**src/rtl/vc_stream_mux_arb_if.sv**
```systemverilog
// Handshake bundle for the N-input stream mux: p_nin producer channels in, one consumer stream out.
interface vc_stream_mux_arb_if #(
   parameter int p_nbits = 32,
   parameter int p_nin   = 4
);
   localparam int c_sbits = $clog2(p_nin);

   logic [p_nin-1:0]         in_val;
   logic [p_nin-1:0]         in_rdy;
   logic [p_nin*p_nbits-1:0] in_msg;
   logic                     out_val;
   logic                     out_rdy;
   logic [p_nbits-1:0]       out_msg;
   logic [c_sbits-1:0]       out_sel;

   modport master (
      output in_val, in_msg, out_rdy,
      input  in_rdy, out_val, out_msg, out_sel
   );

   modport slave (
      input  in_val, in_msg, out_rdy,
      output in_rdy, out_val, out_msg, out_sel
   );
endinterface

```
**src/rtl/vc_stream_mux_arb.sv**
```systemverilog
// N-input val/rdy stream mux with fixed-priority or round-robin arbitration into a one-entry
// output register; accepts and drains in the same cycle for 1 msg/cycle throughput.
module vc_stream_mux_arb #(
   parameter int p_nbits = 32,
   parameter int p_nin   = 4,
   parameter int p_rr    = 1
) (
   input  logic               clk,
   input  logic               reset,
   vc_stream_mux_arb_if.slave bus
);
   localparam int c_sbits = $clog2(p_nin);

   generate
      if (p_nin < 2 || p_nin > 8) begin : g_bad_nin
         $error("vc_stream_mux_arb: p_nin must be in 2..8");
      end
      if (p_nbits < 1) begin : g_bad_nbits
         $error("vc_stream_mux_arb: p_nbits must be >= 1");
      end
   endgenerate

   logic [p_nin-1:0]   grant;
   logic [c_sbits-1:0] sel;
   logic [c_sbits-1:0] ptr;
   logic               free;
   logic               accept;
   logic [p_nbits-1:0] msg_arr [p_nin];

   for (genvar i = 0; i < p_nin; i++) begin : g_msg
      assign msg_arr[i] = bus.in_msg[i*p_nbits +: p_nbits];
   end

   // Walk from the highest search offset down so the nearest valid channel to ptr wins last.
   always_comb begin
      logic [c_sbits:0]   sum;
      logic [c_sbits-1:0] idx;
      grant = '0;
      sum   = '0;
      idx   = '0;
      for (int j = p_nin - 1; j >= 0; j--) begin
         sum = {1'b0, ptr} + (c_sbits+1)'(j);
         if (sum >= (c_sbits+1)'(p_nin)) sum = sum - (c_sbits+1)'(p_nin);
         idx = sum[c_sbits-1:0];
         if (bus.in_val[idx]) begin
            grant      = '0;
            grant[idx] = 1'b1;
         end
      end
   end

   always_comb begin
      sel = '0;
      for (int i = 0; i < p_nin; i++) begin
         if (grant[i]) sel = c_sbits'(i);
      end
   end

   assign free       = !bus.out_val || bus.out_rdy;
   assign bus.in_rdy = grant & {p_nin{free && reset}};
   assign accept     = |(bus.in_val & bus.in_rdy);

   always_ff @(posedge clk or negedge reset) begin
      if (!reset) begin
         bus.out_val <= 1'b0;
         bus.out_msg <= '0;
         bus.out_sel <= '0;
      end else if (accept) begin
         bus.out_val <= 1'b1;
         bus.out_msg <= msg_arr[sel];
         bus.out_sel <= sel;
      end else if (bus.out_rdy) begin
         bus.out_val <= 1'b0;
      end
   end

   generate
      if (p_rr != 0) begin : g_rr
         always_ff @(posedge clk or negedge reset) begin
            if (!reset) begin
               ptr <= '0;
            end else if (accept) begin
               ptr <= (sel == c_sbits'(p_nin - 1)) ? '0 : sel + c_sbits'(1);
            end
         end
      end else begin : g_fixed
         assign ptr = '0;
      end
   endgenerate
endmodule

```
**src/flat_wrapper.sv**
```systemverilog
// flat-port wrapper written by rule: the top's interface ports become plain ports
module vc_stream_mux_arb_flat 
#(
   parameter int p_nbits = 32,
   parameter int p_nin   = 4,
   parameter int p_rr    = 1
)
  (clk, reset, bus_in_val, bus_in_msg, bus_out_rdy, bus_in_rdy, bus_out_val, bus_out_msg, bus_out_sel);
  vc_stream_mux_arb_if #(.p_nbits(p_nbits), .p_nin(p_nin)) bus_i ();
  input  logic clk;
  input  logic reset;
  input wire logic [$bits(bus_i.in_val)-1:0] bus_in_val;
  input wire logic [$bits(bus_i.in_msg)-1:0] bus_in_msg;
  input wire logic [$bits(bus_i.out_rdy)-1:0] bus_out_rdy;
  output wire logic [$bits(bus_i.in_rdy)-1:0] bus_in_rdy;
  output wire logic [$bits(bus_i.out_val)-1:0] bus_out_val;
  output wire logic [$bits(bus_i.out_msg)-1:0] bus_out_msg;
  output wire logic [$bits(bus_i.out_sel)-1:0] bus_out_sel;
  assign bus_i.in_val = bus_in_val;
  assign bus_i.in_msg = bus_in_msg;
  assign bus_i.out_rdy = bus_out_rdy;
  assign bus_in_rdy = bus_i.in_rdy;
  assign bus_out_val = bus_i.out_val;
  assign bus_out_msg = bus_i.out_msg;
  assign bus_out_sel = bus_i.out_sel;
  vc_stream_mux_arb #(.p_nbits(p_nbits), .p_nin(p_nin), .p_rr(p_rr)) u_core (.clk(clk), .reset(reset), .bus(bus_i));
endmodule
```
**config.mk**
```make
export PLATFORM = sky130hd
export DESIGN_NAME = vc_stream_mux_arb_flat
export DESIGN_NICKNAME = d
export VERILOG_FILES = /design/src/rtl/vc_stream_mux_arb_if.sv /design/src/rtl/vc_stream_mux_arb.sv /design/src/flat_wrapper.sv
export SDC_FILE = /design/constraint.sdc
export NUM_CORES = 1
export LEC_CHECK = 0
export BUFFER_PORTS_ARGS = -buffer_cell sky130_fd_sc_hd__buf_2
export CORE_UTILIZATION = 49
export DETAILED_ROUTE_END_ITERATION = 10
export PLACE_DENSITY_LB_ADDON = 0.08
export REMOVE_ABC_BUFFERS = 1
export SLEW_MARGIN = 20
export SYNTH_ARGS = -nofsm -noshare
export SYNTH_HDL_FRONTEND = slang
export SYNTH_SLANG_ARGS = --single-unit
export TNS_END_PERCENT = 20
```
**constraint.sdc**
```tcl
create_clock -name clk -period 6.9 [get_ports clk]
set_input_delay 1.035 -clock clk [delete_from_list [all_inputs] [get_ports clk]]
set_output_delay 1.035 -clock clk [all_outputs]
set_load 0.005 [all_outputs]
```
# Word level (Yosys, flattened, before mapping)
# Cells that the tools add are included.
# op_classes
n_mux	33
n_reduce_logical	9
bitwise_logic	3
eq_ne	1
n_addsub	8
order_cmp	13
# ops
cell	count
$bmux 32 s2	1
$mux 32	2
$mux 4	4
$mux 2	7
$ge 3x3->1 const B	4
$lt 2x3->1 const B	4
$mux 1	11
$and 4x4->4	2
$bmux 1 s2	4
$demux 1 s2	4
$ge 2x1->1 const B	4
$sub 2x1->2 const B	4
$add 2x2->3 const B	2
$logic_and 1x1->1	5
$reduce_or 4->1	1
$add 2x1->3 const B	1
$ge 2x3->1 const B	1
$not 2->3	1
$add 2x1->2 const B	1
$eq 2x2->1 const B	1
$reduce_bool 2->1	1
$logic_not 1->1	1
$logic_or 1x1->1	1
# word_totals
word_cells	71
output_inout_bits	39
reg_bits	37
inputBits	135

# Logic depth before layout (Yosys ltp)
# Gate-level depths: netlist (run 1).
# logic_depth
depth_word	18
mapped_depth	12
depth_no_buf	9

# Least setup slack after synthesis (run 1)
# No wires, ideal clock.
# synth_path
path_type	input port to output port
start	input port bus_in_val[1]
end	output port bus_in_rdy[3]
setup_slack_ps	3112
arrival_time_ps	2753
n_path_buf	2
required_time_ps	5865
path_stages	7
path_cell_list	mux4_2 nand3b_1 a221oi_2 a21oi_2 clkbuf_1 clkbuf_1 nor2_1
# synth_via
elab_chain_len	7
word_cells_on_any_way	13
cone_classes	12 x mux; 1 x bitwise
# synth_lines
item	line_no	rtl
from (decl)	flat_wrapper.sv:12	input wire logic [$bits(bus_i.in_val)-1:0] bus_in_val;
$bmux 1 s2	vc_stream_mux_arb.sv:45	if (bus.in_val[idx]) begin
$mux 1 (implied by the code)	vc_stream_mux_arb.sv:45	
$mux 4 (3 in a row)	vc_stream_mux_arb.sv:45	
$mux 4 (*)	vc_stream_mux_arb.sv:45	
$and 4x4->4 (*)	vc_stream_mux_arb.sv:60	assign bus.in_rdy = grant & {p_nin{free && reset}};
to (decl)	flat_wrapper.sv:15	output wire logic [$bits(bus_i.in_rdy)-1:0] bus_in_rdy;
# Mark *: on every way between the ends. The rest lies on a longest branch, timed or not. The select of a mux whose other input is x is not followed.

# Worst setup path in the final report (run 1)
# layout_path
start	register u_core.ptr[0]
end	register u_core.bus.out_sel[0]
# layout_via
elab_chain_len	14
word_cells_on_any_way	53
cone_classes	7 x add/sub; 12 x order compare; 27 x mux; 2 x bitwise; 5 x reduce/logical
# layout_lines
item	line_no	rtl
from (decl)	vc_stream_mux_arb.sv:25	logic [c_sbits-1:0] ptr;
from (signal assigned)	vc_stream_mux_arb.sv:83	ptr <= (sel == c_sbits'(p_nin - 1)) ? '0 : sel + c_sbits'(1);
$add 2x2->3	vc_stream_mux_arb.sv:42	sum = {1'b0, ptr} + (c_sbits+1)'(j);
$ge 3x3->1 or $sub 2x1->2 (tied branches)	vc_stream_mux_arb.sv:43	if (sum >= (c_sbits+1)'(p_nin)) sum = sum - (c_sbits+1)'(p_nin);
$mux 2	vc_stream_mux_arb.sv:43	
$lt 2x3->1 (implied by the code) or $ge 2x1->1 (tied branches)	vc_stream_mux_arb.sv:47	grant[idx] = 1'b1;
$logic_and 1x1->1 (implied by the code)	vc_stream_mux_arb.sv:47	
$mux 1 (implied by the code)	vc_stream_mux_arb.sv:47	
$demux 1 s2	n/a	
$mux 4 (3 in a row)	vc_stream_mux_arb.sv:45	
$mux 4 (*)	vc_stream_mux_arb.sv:45	
$and 4x4->4 or $mux 1 (tied branches)	vc_stream_mux_arb.sv:60, vc_stream_mux_arb.sv:55	
$and 4x4->4 or $mux 2 (tied branches)	vc_stream_mux_arb.sv:61, vc_stream_mux_arb.sv:55	
$reduce_or 4->1 or $mux 2 (tied branches)	vc_stream_mux_arb.sv:61, vc_stream_mux_arb.sv:55	
to (signal assigned)	vc_stream_mux_arb.sv:71	bus.out_sel <= sel;
to (decl)	vc_stream_mux_arb_if.sv:23	output in_rdy, out_val, out_msg, out_sel
# Marks and branches as above.
# A chain may end at the register's enable or synchronous reset.

==> results of run 1 <==
==> sequential cells by signal, summed over array words and instances, names as in the netlist <==
register	count
u_core.bus.out_msg	32
u_core.bus.out_sel	2
u_core.ptr	2
u_core.bus.out_val	1
==> per-stage QoR <==
stage,TNS (ns),hold WS (ns),utilization [%]
6_report,0,0.502,67.6
5_1_grt,0,0.539,67.6
4_1_cts,0,0.506,67.6
3_5_place_dp,0,0.486,65.9
3_3_place_gp,0,0.472,65.6
2_1_floorplan,-42.73,0.489,-
==> where the power goes <==
group	leakage, nW	internal (mW)	switching [mW]
Sequential	0.441	0.340	0.0776
Clock	0.0549	0.0923	0.0796
Combinational	1.83	0.809	0.866
==> cells in the mapped netlist, types with 3 or more instances <==
master and instances:
inv_1 44, nor2_1 5, nand2b_1 3, o21ai_0 3
buf_8 3, nand2_1 8, dfrtp_1 37, mux4_2 3
mux2i_1 39, ha_1 7, nor2b_1 32, and3_1 32
mux2_2 32, a21oi_1 4, clkbuf_1 10, buf_2 7
a221oi_1 32, o22ai_1 3
==> layer usage <==
| metal | share of wire [%] | up-vias |
|---|---|---|
| met2 | 51 | 128 |
| met3 | 6.4 | 13 |
| met4 | 1.7 | 0 |
| met1 | 41 | 1364 |
| met5 | 0 | - |
| li1 | - | 1473 |
==> cell usage in the layout (no fill, tap or decap) <==
cell type    n
a211o_1      1
a21bo_2      1
a21oi_1      4
a21oi_2      1
a21oi_4      1
a221o_2      1
a221oi_1    32
a221oi_2     1
a222oi_1     1
a22oi_1      1
a22oi_4      1
and2_4       1
and3_1      32
buf_2      173
buf_4        3
buf_8        1
clkbuf_8     7
dfrtp_1     37
ha_1         7
inv_1       44
inv_6        1
mux2_1       1
mux2_2      32
mux2i_1     39
mux2i_2      1
mux4_2       3
nand2_1      8
nand2b_1     3
nand3b_1     2
nor2_1       5
nor2b_1     32
nor3_4       1
o21ai_0      3
o22ai_1      3
==> kinds of logic after synthesis <==
kind of cell / count (synthesis) / synth area share (%)
multiplexers: 76 / 27.1
AO/OA/AOI/OAI: 51 / 14.0
adder cells (fa/ha/maj): 7 / 2.81
AND/OR/NAND/NOR: 84 / 16.3
buffers and inverters: 68 / 10.1
flip-flops: 37 / 29.7
==> worst max-delay path, cell delays in order (launching register included) <==
cell	delay (ns)
dfrtp_1	0.67
inv_1	0.19
ha_1	0.40
mux4_2	0.42
a21oi_2	0.18
a221oi_2	0.12
a21oi_4	0.56
buf_4	0.49
o22ai_1	0.15
a222oi_1	0.29
buf_4	0.57
mux2_1	0.39
==> layout make-up <==
class	count	area [um2]	area share, %
clock buffer	7	96.3	2.36
clock inverter	1	8.76	0.215
inverter	44	165	4.05
multi-input combinational	218	1880	46.2
sequential	37	926	22.7
tap	75	93.8	2.30
timing repair buffer	177	903	22.2
==> worst min-delay path by stage <==
stage                                       from                           endpoint  slack [ns]  cells past startpoint
2_1_floorplan  u_core.bus.out_sel[0]$_DFFE_PN0P_  u_core.bus.out_sel[0]$_DFFE_PN0P_        0.49                      1
3_3_place_gp   u_core.bus.out_sel[0]$_DFFE_PN0P_  u_core.bus.out_sel[0]$_DFFE_PN0P_        0.47                      1
3_5_place_dp      u_core.bus.out_val$_DFFE_PN0P_     u_core.bus.out_val$_DFFE_PN0P_        0.49                      2
4_1_cts           u_core.bus.out_val$_DFFE_PN0P_     u_core.bus.out_val$_DFFE_PN0P_        0.51                      2
5_1_grt        u_core.bus.out_sel[0]$_DFFE_PN0P_  u_core.bus.out_sel[0]$_DFFE_PN0P_        0.54                      1
6_report          u_core.bus.out_val$_DFFE_PN0P_     u_core.bus.out_val$_DFFE_PN0P_        0.50                      2
==> flow_summary.toml, run 1 <==
[status]
outcome = "finished, final reports clean"

[setup_path]
crit_path_start = "u_core.ptr[0]$_DFFE_PN0P_"
worstSetupPathType = "reg2reg"
crit_fanout = 43
required_ns = 7.06
ff2ff_setup_slack_ns = 2.32
r2r-end = "u_core.bus.out_sel[0]$_DFFE_PN0P_"
critical_path.endpoint = "u_core.bus.out_sel[0]$_DFFE_PN0P_"
worst_r2r_path_depth = 11
arrival_ns = 4.74
cp-start-kind = "register"
endpoint_kind = "register"
reg2reg_from = "u_core.ptr[0]$_DFFE_PN0P_"

[global_route]
antenna_found_initial = 0
use_met2_pct = 46.5
grt_pass1_vias = 2821
grt-ovfl-total = 0
grt_use_met3_pct = 5.44
grt-busiest-layer = "met2"
track_usage_pct = 25.8
met1_usage_pct = 30.1
grt_max_degree = 44
grt_pass1_wl_um = 13100

[detailed_routing]
via_count = 2978
drcViolationCount = 0
routed_wl_um = 8490
drt-pass1-iter-count = 4
wl_per_cell_um = 15.2
viasPerCell = 5.33
drt-initial-drc-count = 108
ant_nets = 0

[clock_tree]
tritoncts = "done"
cts_buffer_depth = 2
clk_latency_ns = 0.29
cts_hold_buffers = 0
postCtsSetupBuffers = 0
post_cts_resized = 0
clock-root-buffer = "clkbuf_8"
cts.sinks = 37
h-tree-depth = 2
clk_pin_slew_worst_paths_ns = 0.08
cts_buffers = 5

[layout]
syn_to_final_growth_pct = 30.8
final_cells = 559
drive_gt1_share_pct = 47.3
fillers = 535
finish.net_count = 625
design_area_um2 = 4080
n_antenna_cell = 0

[synth]
synth_top_area_share_pct = 29.7
synth_edf_count = 0
syn_inst = 323
synth_seq_cells = 37
ys_seq_area_share_pct = 29.7
avgSynthCellArea_um2 = 9.65
synth_ff_type = "dfrtp_1"
yosys.cell_types.count = 33
yosys-top-cells-area = "dfrtp_1 (30%), mux2i_1 (13%), mux2_2 (12%)"
synth.yosys.warnings = 0
synth_top_cell_by_area = "dfrtp_1"
ys_async_sr_fraction_pct = 100
synthesis.area_um2 = 3120

[place]
gp_congestion = 0.863
dp_hpwl_um = 6380
place_inst = 551
pre_cts_slack_ns = 2.25
io_buffers = 173
place_area_um2 = 3970

[timing]
max_freq_mhz = 218
slew_violations = 0
rsz0062_at_grt = "false"
min_period_ns = 4.58
final-setup-viol-count = 0
fin_worst_skew_ns = 0.00402
hold_viol = 0
worst_slew_pin_slew_ns = 1.00
fin_crit_sh_pct = 66.3
setup_slack_ns = 2.32
relSlewSlack_pct = 33.1

[floorplanning]
num_rows = 28
core_region_area_um2 = 6030
die_x_um = 81.7
dieArea_um2 = 6680
start_util_pct = 51.7
ios = 174
fp.dieH_um = 81.7

[power]
ir_drop_mv = 0.363
p_per_area_nw_per_um2 = 556
fin_total_pwr_mw = 2.26
p_leak_nw = 2.33

[job]
max-cap-violations = 0

[worst_hold_path]
hp-class = "reg2reg"
No activity file was read; power rests on OpenSTA's default activity.
==> run 2: changes to the inputs <==
--- a/config.mk
+++ b/config.mk
@@ -6,7 +6,7 @@
 export NUM_CORES = 1
 export LEC_CHECK = 0
 export BUFFER_PORTS_ARGS = -buffer_cell sky130_fd_sc_hd__buf_2
-export CORE_UTILIZATION = 49
+export CORE_UTILIZATION = 41
 export DETAILED_ROUTE_END_ITERATION = 10
 export PLACE_DENSITY_LB_ADDON = 0.08
 export REMOVE_ABC_BUFFERS = 1
==> constraint.sdc (replaced) <==
create_clock -name clk -period 3.8 [get_ports clk]
set_input_delay 0.57 -clock clk [delete_from_list [all_inputs] [get_ports clk]]
set_output_delay 0.57 -clock clk [all_outputs]
set_load 0.005 [all_outputs]
==> flow_summary.toml, run 2 (synthesis results as in run 1) <==
[detailed_routing]
wl_per_cell_um = 14.6
ant_nets = 0
drt-initial-drc-count = 98
drcViolationCount = 0
via_count = 3040
viasPerCell = 5.14
routed_wl_um = 8600
drt-pass1-iter-count = 4

[place]
dp_hpwl_um = 6380
io_buffers = 173
gp_congestion = 0.883
pre_cts_slack_ns = 0.467

[clock_tree]
clk_latency_ns = 0.28
clock-root-buffer = "clkbuf_8"
cts.sinks = 37
clk_pin_slew_worst_paths_ns = 0.07
cts_buffer_depth = 2
postCtsSetupBuffers = 0
post_cts_resized = 0
tritoncts = "done"
cts_hold_buffers = 0
cts_buffers = 5
h-tree-depth = 2

[setup_path]
crit_fanout = 67
worstSetupPathType = "reg2out"
arrival_ns = 2.87
required_ns = 3.23
crit_chain = "inv_1 -> ha_1 -> mux4_2 -> a221oi_2 -> a21oi_4 -> buf_12 -> nor2_1 -> buf_2"
crit_path_max_incr_delay_ns = 0.57
cpMaxStageDelayCell = "a221oi_2"
cp-start-kind = "register"
endpoint_kind = "primary output"

[status]
outcome = "finished, final reports clean"

[power]
switching_share_pct = 43.8
combPwrFrac_pct = 74.7
ir_drop_mv = 0.441
cellInternalPower_mw = 2.39
p_per_area_nw_per_um2 = 1020
p_leak_nw = 2.38
p_seq_share_pct = 17.1
pwr-share-clk_pct = 8.2
p_sw_mw = 1.87

[timing]
hold_ws_ns = 0.367
fin_setup_tns_ns = 0
hold_viol = 0
min_period_ns = 3.44
fin_crit_sh_pct = 90.5
worst_slew_pin_slew_ns = 0.722
fin_worst_skew_ns = 0.00573
relSlewSlack_pct = 50.9
final-setup-viol-count = 0
rsz0062_at_grt = "false"
max_freq_mhz = 291
setup_slack_ns = 0.363
slew_violations = 0

[floorplanning]
start_util_pct = 42.7
die_x_um = 89.2
dieArea_um2 = 7950
ios = 174
fp.dieH_um = 89.2
num_rows = 31
core_region_area_um2 = 7290

[layout]
finish.net_count = 633
reg_top3 = "u_core.bus.out_msg x32, u_core.bus.out_sel x2, u_core.ptr x2"
n_antenna_cell = 0
final_common_cell = "buf_2"
drive_gt1_share_pct = 48.0
top_register = "u_core.bus.out_msg"
final_cell_mix = "buf_2 (173), inv_1 (44), mux2i_1 (39)"
fillers = 711
largest_reg_flops = 32
syn_to_final_growth_pct = 34.6

[global_route]
antenna_found_initial = 1
grt_pass1_vias = 2844
grt_pass1_wl_um = 13400
grt_max_degree = 68
grt-ovfl-total = 0
track_usage_pct = 22.0

[worst_hold_path]
hp-class = "in2async"

[job]
max-cap-violations = 0
[run 2: changes by cell type in the layout (fill, tap and decap cells not counted), sizes merged]
cell	delta
bufinv	+1
buf	+8
inv	-1
[run 2: cell type report]
| class | instances | area, um2 | area share, % |
|---|---|---|---|
| Multi-Input combinational cell | 218 | 1880 | 44.9 |
| Timing Repair Buffer | 185 | 981 | 23.4 |
| Sequential cell | 37 | 926 | 22.1 |
| Inverter | 44 | 165 | 3.94 |
| Tap cell | 99 | 124 | 2.95 |
| Clock buffer | 7 | 86.3 | 2.06 |
| Clock inverter | 1 | 30.0 | 0.716 |
[run 2: worst paths after layout]
| kind | end | startpoint | cells past startpoint | slack [ns] |
|---|---|---|---|---|
| worst max-delay path | bus_in_rdy[3] | u_core.ptr[1]$_DFFE_PN0P_ | 8 | 0.36 |
| worst min-delay path | u_core.bus.out_msg[13]$_DFFE_PN0P_ | reset | 2 | 0.37 |
| worst max register to register | u_core.bus.out_sel[0]$_DFFE_PN0P_ | u_core.ptr[1]$_DFFE_PN0P_ | 9 | 0.45 |
| worst min register to register | u_core.bus.out_val$_DFFE_PN0P_ | u_core.bus.out_val$_DFFE_PN0P_ | 2 | 0.51 |
| max in group asynchronous | u_core.bus.out_msg[27]$_DFFE_PN0P_ | reset | 2 | 3.09 |
| min in group clk | u_core.bus.out_val$_DFFE_PN0P_ | u_core.bus.out_val$_DFFE_PN0P_ | 2 | 0.51 |
[run 2: power groups by stage]
| stage | Clock, mW | Sequential [mW] | Combinational, mW |
|---|---|---|---|
| floorplan | 0 | 0.769 | 2.20 |
| global placement | 0 | 0.729 | 3.20 |
| detailed placement | 0 | 0.731 | 3.23 |
| CTS | 0.360 | 0.730 | 3.23 |
| global route | 0.383 | 0.754 | 3.53 |
| finish | 0.350 | 0.726 | 3.18 |
[run 2: metrics by stage]
step	util, %	instances	area (um2)	power (mW)
floorplan	-	299	2970	2.97
global placement	55.9	583	4080	3.93
detailed placement	55.9	583	4080	3.96
CTS	57.5	591	4190	4.32
global route	57.5	591	4190	4.67
finish	57.5	591	4190	4.26
[run 2: critical path, delay by kind of cell (launching register included)]
kind            cells  cell delay [ns]
compound gates      2             0.64
fa+ha+maj           1             0.36
buf+inv             3             0.49
flops               1             0.55
mux                 1             0.41
simple gates        1             0.11
[run 2: per-layer routing]
layer  vias to the layer above  GRT usage, %  share of wire [%]
met4                         2          6.64                2.0
met1                      1410          26.0                 41
li1                       1497             -                  -
met2                       117          39.1                 50
met5                         -             0               0.15
met3                        14          5.72                7.6
==> run 3: changes to the inputs <==
--- a/config.mk
+++ b/config.mk
@@ -6,11 +6,11 @@
 export NUM_CORES = 1
 export LEC_CHECK = 0
 export BUFFER_PORTS_ARGS = -buffer_cell sky130_fd_sc_hd__buf_2
+export CORE_ASPECT_RATIO = 0.9
 export CORE_UTILIZATION = 41
 export DETAILED_ROUTE_END_ITERATION = 10
 export PLACE_DENSITY_LB_ADDON = 0.08
 export REMOVE_ABC_BUFFERS = 1
-export SLEW_MARGIN = 20
 export SYNTH_ARGS = -nofsm -noshare
 export SYNTH_HDL_FRONTEND = slang
 export SYNTH_SLANG_ARGS = --single-unit
==> flow_summary.toml, run 3 (synthesis results as in run 1) <==
[setup_path]
worstSetupPathType = "reg2out"
arrival_ns = 2.82
endpoint_kind = "primary output"
cpMaxStageDelayCell = "dfrtp_1"
reg2reg_from = "u_core.ptr[1]$_DFFE_PN0P_"
crit_fanout = 67
ff2ff_setup_slack_ns = 0.45
crit_buf_inv = 3
r2r-end = "u_core.bus.out_msg[19]$_DFFE_PN0P_"
cp-start-kind = "register"
crit_chain = "inv_1 -> ha_1 -> mux4_2 -> a221oi_2 -> a21oi_4 -> buf_12 -> nor2_1 -> buf_2"
required_ns = 3.23
cp_top_family = "compound AO/OA/AOI/OAI gates"
crit_path_max_incr_delay_ns = 0.55
worst_r2r_path_depth = 9

[timing]
fin_worst_skew_ns = 0.00584
rsz0062_at_grt = "false"
worst_slew_pin_slew_ns = 0.660
min_period_ns = 3.39
slew_violations = 0
relSlewSlack_pct = 55.2
final-setup-viol-count = 0
fin_crit_sh_pct = 89.2
max_freq_mhz = 295
hold_viol = 0

[layout]
final_cell_mix = "buf_2 (173), inv_1 (44), mux2i_1 (39)"
finish.net_count = 633
fillers = 684
top_register = "u_core.bus.out_msg"
n_antenna_cell = 0
largest_reg_flops = 32
syn_to_final_growth_pct = 34.2
reg_top3 = "u_core.bus.out_msg x32, u_core.bus.out_sel x2, u_core.ptr x2"
final_cells = 585
final_common_cell = "buf_2"
drive_gt1_share_pct = 48.0
design_area_um2 = 4180

[place]
place_area_um2 = 4070
io_buffers = 173
gp_congestion = 0.909
dp_hpwl_um = 6660
place_inst = 577

[global_route]
grt-ovfl-total = 0
grt_pass1_wl_um = 14200
antenna_found_initial = 0
grt_max_degree = 68
track_usage_pct = 22.9
grt_pass1_vias = 3040

[clock_tree]
clk_latency_ns = 0.29
h-tree-depth = 2
cts_buffers = 5
cts.sinks = 37
clock-root-buffer = "clkbuf_8"
tritoncts = "done"
clk_pin_slew_worst_paths_ns = 0.08
post_cts_resized = 0
cts_hold_buffers = 0
cts_buffer_depth = 2
postCtsSetupBuffers = 0

[floorplanning]
fp.dieH_um = 84.7
start_util_pct = 43.4
dieArea_um2 = 7950
ios = 174
core_region_area_um2 = 7180
die_x_um = 93.9
num_rows = 29

[detailed_routing]
viasPerCell = 5.21
via_count = 3050
drt-pass1-iter-count = 4
routed_wl_um = 8970
drt-initial-drc-count = 81
wl_per_cell_um = 15.3
drcViolationCount = 0
ant_nets = 0

[worst_hold_path]
hp-class = "in2async"

[power]
ir_drop_mv = 0.557
p_leak_nw = 2.37
p_per_area_nw_per_um2 = 1020
cellInternalPower_mw = 2.37
p_sw_mw = 1.90
switching_share_pct = 44.5
p_seq_share_pct = 17.1
pwr-share-clk_pct = 8.2
combPwrFrac_pct = 74.7

[status]
outcome = "finished, final reports clean"

[job]
max-cap-violations = 0
[run 3: cell count changes in the layout (fill, tap and decap cells not counted), sizes merged]
cell and change:
clkbuf -1, clkinv +1
[run 3: area by class of cell]
cell class | count | area (um2) | area share, %
flip-flops and latches | 37 | 926 | 22.1
multi-input cells | 218 | 1880 | 45.0
repair buffers | 185 | 981 | 23.5
clock buffers | 6 | 72.6 | 1.74
inverters | 44 | 165 | 3.95
well taps | 93 | 116 | 2.78
clock inverters | 2 | 38.8 | 0.928
[run 3: per-stage QoR]
stage	TNS (ns)	total power [mW]	setup slack (ns)	hold WS [ns]	util, %
2_1_floorplan	-153.88	2.97	-4.16	0.274	-
5_1_grt	0	4.64	0.250	0.414	58.2
3_3_place_gp	0	3.89	0.604	0.476	56.7
6_report	0	4.27	0.411	0.369	58.2
3_5_place_dp	0	3.95	0.504	0.480	56.7
4_1_cts	0	4.31	0.392	0.394	58.2
[run 3: worst register-to-register path: cells and delay by family, from the launching register on]
kind / cells / cell delay [ns]
buffers and inverters: 2 / 0.46
adders and majority gates: 1 / 0.37
AOI/OAI and AO/OA: 3 / 0.94
muxes: 3 / 0.89
DFF: 1 / 0.55
[run 3: routing by layer]
layer,routed length (um),vias to the layer above,global-route usage [%]
li1,-,1494,-
met1,3680,1422,27.1
met2,4510,124,41.3
met3,658,10,5.34
met4,125,0,6.01
met5,0,-,0
[run 3: worst max-delay path by stage]
stage / start / endpoint / depth (start not counted) / slack, ns
finish: u_core.ptr[1]$_DFFE_PN0P_ / bus_in_rdy[3] / 8 / 0.41
global route: u_core.ptr[1]$_DFFE_PN0P_ / bus_in_rdy[3] / 8 / 0.25
CTS: u_core.ptr[1]$_DFFE_PN0P_ / bus_in_rdy[3] / 8 / 0.39
detailed placement: u_core.ptr[1]$_DFFE_PN0P_ / u_core.bus.out_msg[6]$_DFFE_PN0P_ / 9 / 0.50
global placement: u_core.ptr[1]$_DFFE_PN0P_ / u_core.bus.out_msg[6]$_DFFE_PN0P_ / 9 / 0.60
floorplan: u_core.ptr[0]$_DFFE_PN0P_ / u_core.bus.out_msg[0]$_DFFE_PN0P_ / 9 / -4.16
[run 3: power by group through the flow]
stage | logic [mW] | clock network [mW] | registers, mW
final | 3.19 | 0.351 | 0.730
after floorplan | 2.20 | 0 | 0.769
after global placement | 3.15 | 0 | 0.733
after CTS | 3.22 | 0.357 | 0.733
after global routing | 3.50 | 0.379 | 0.755
after detailed placement | 3.21 | 0 | 0.738
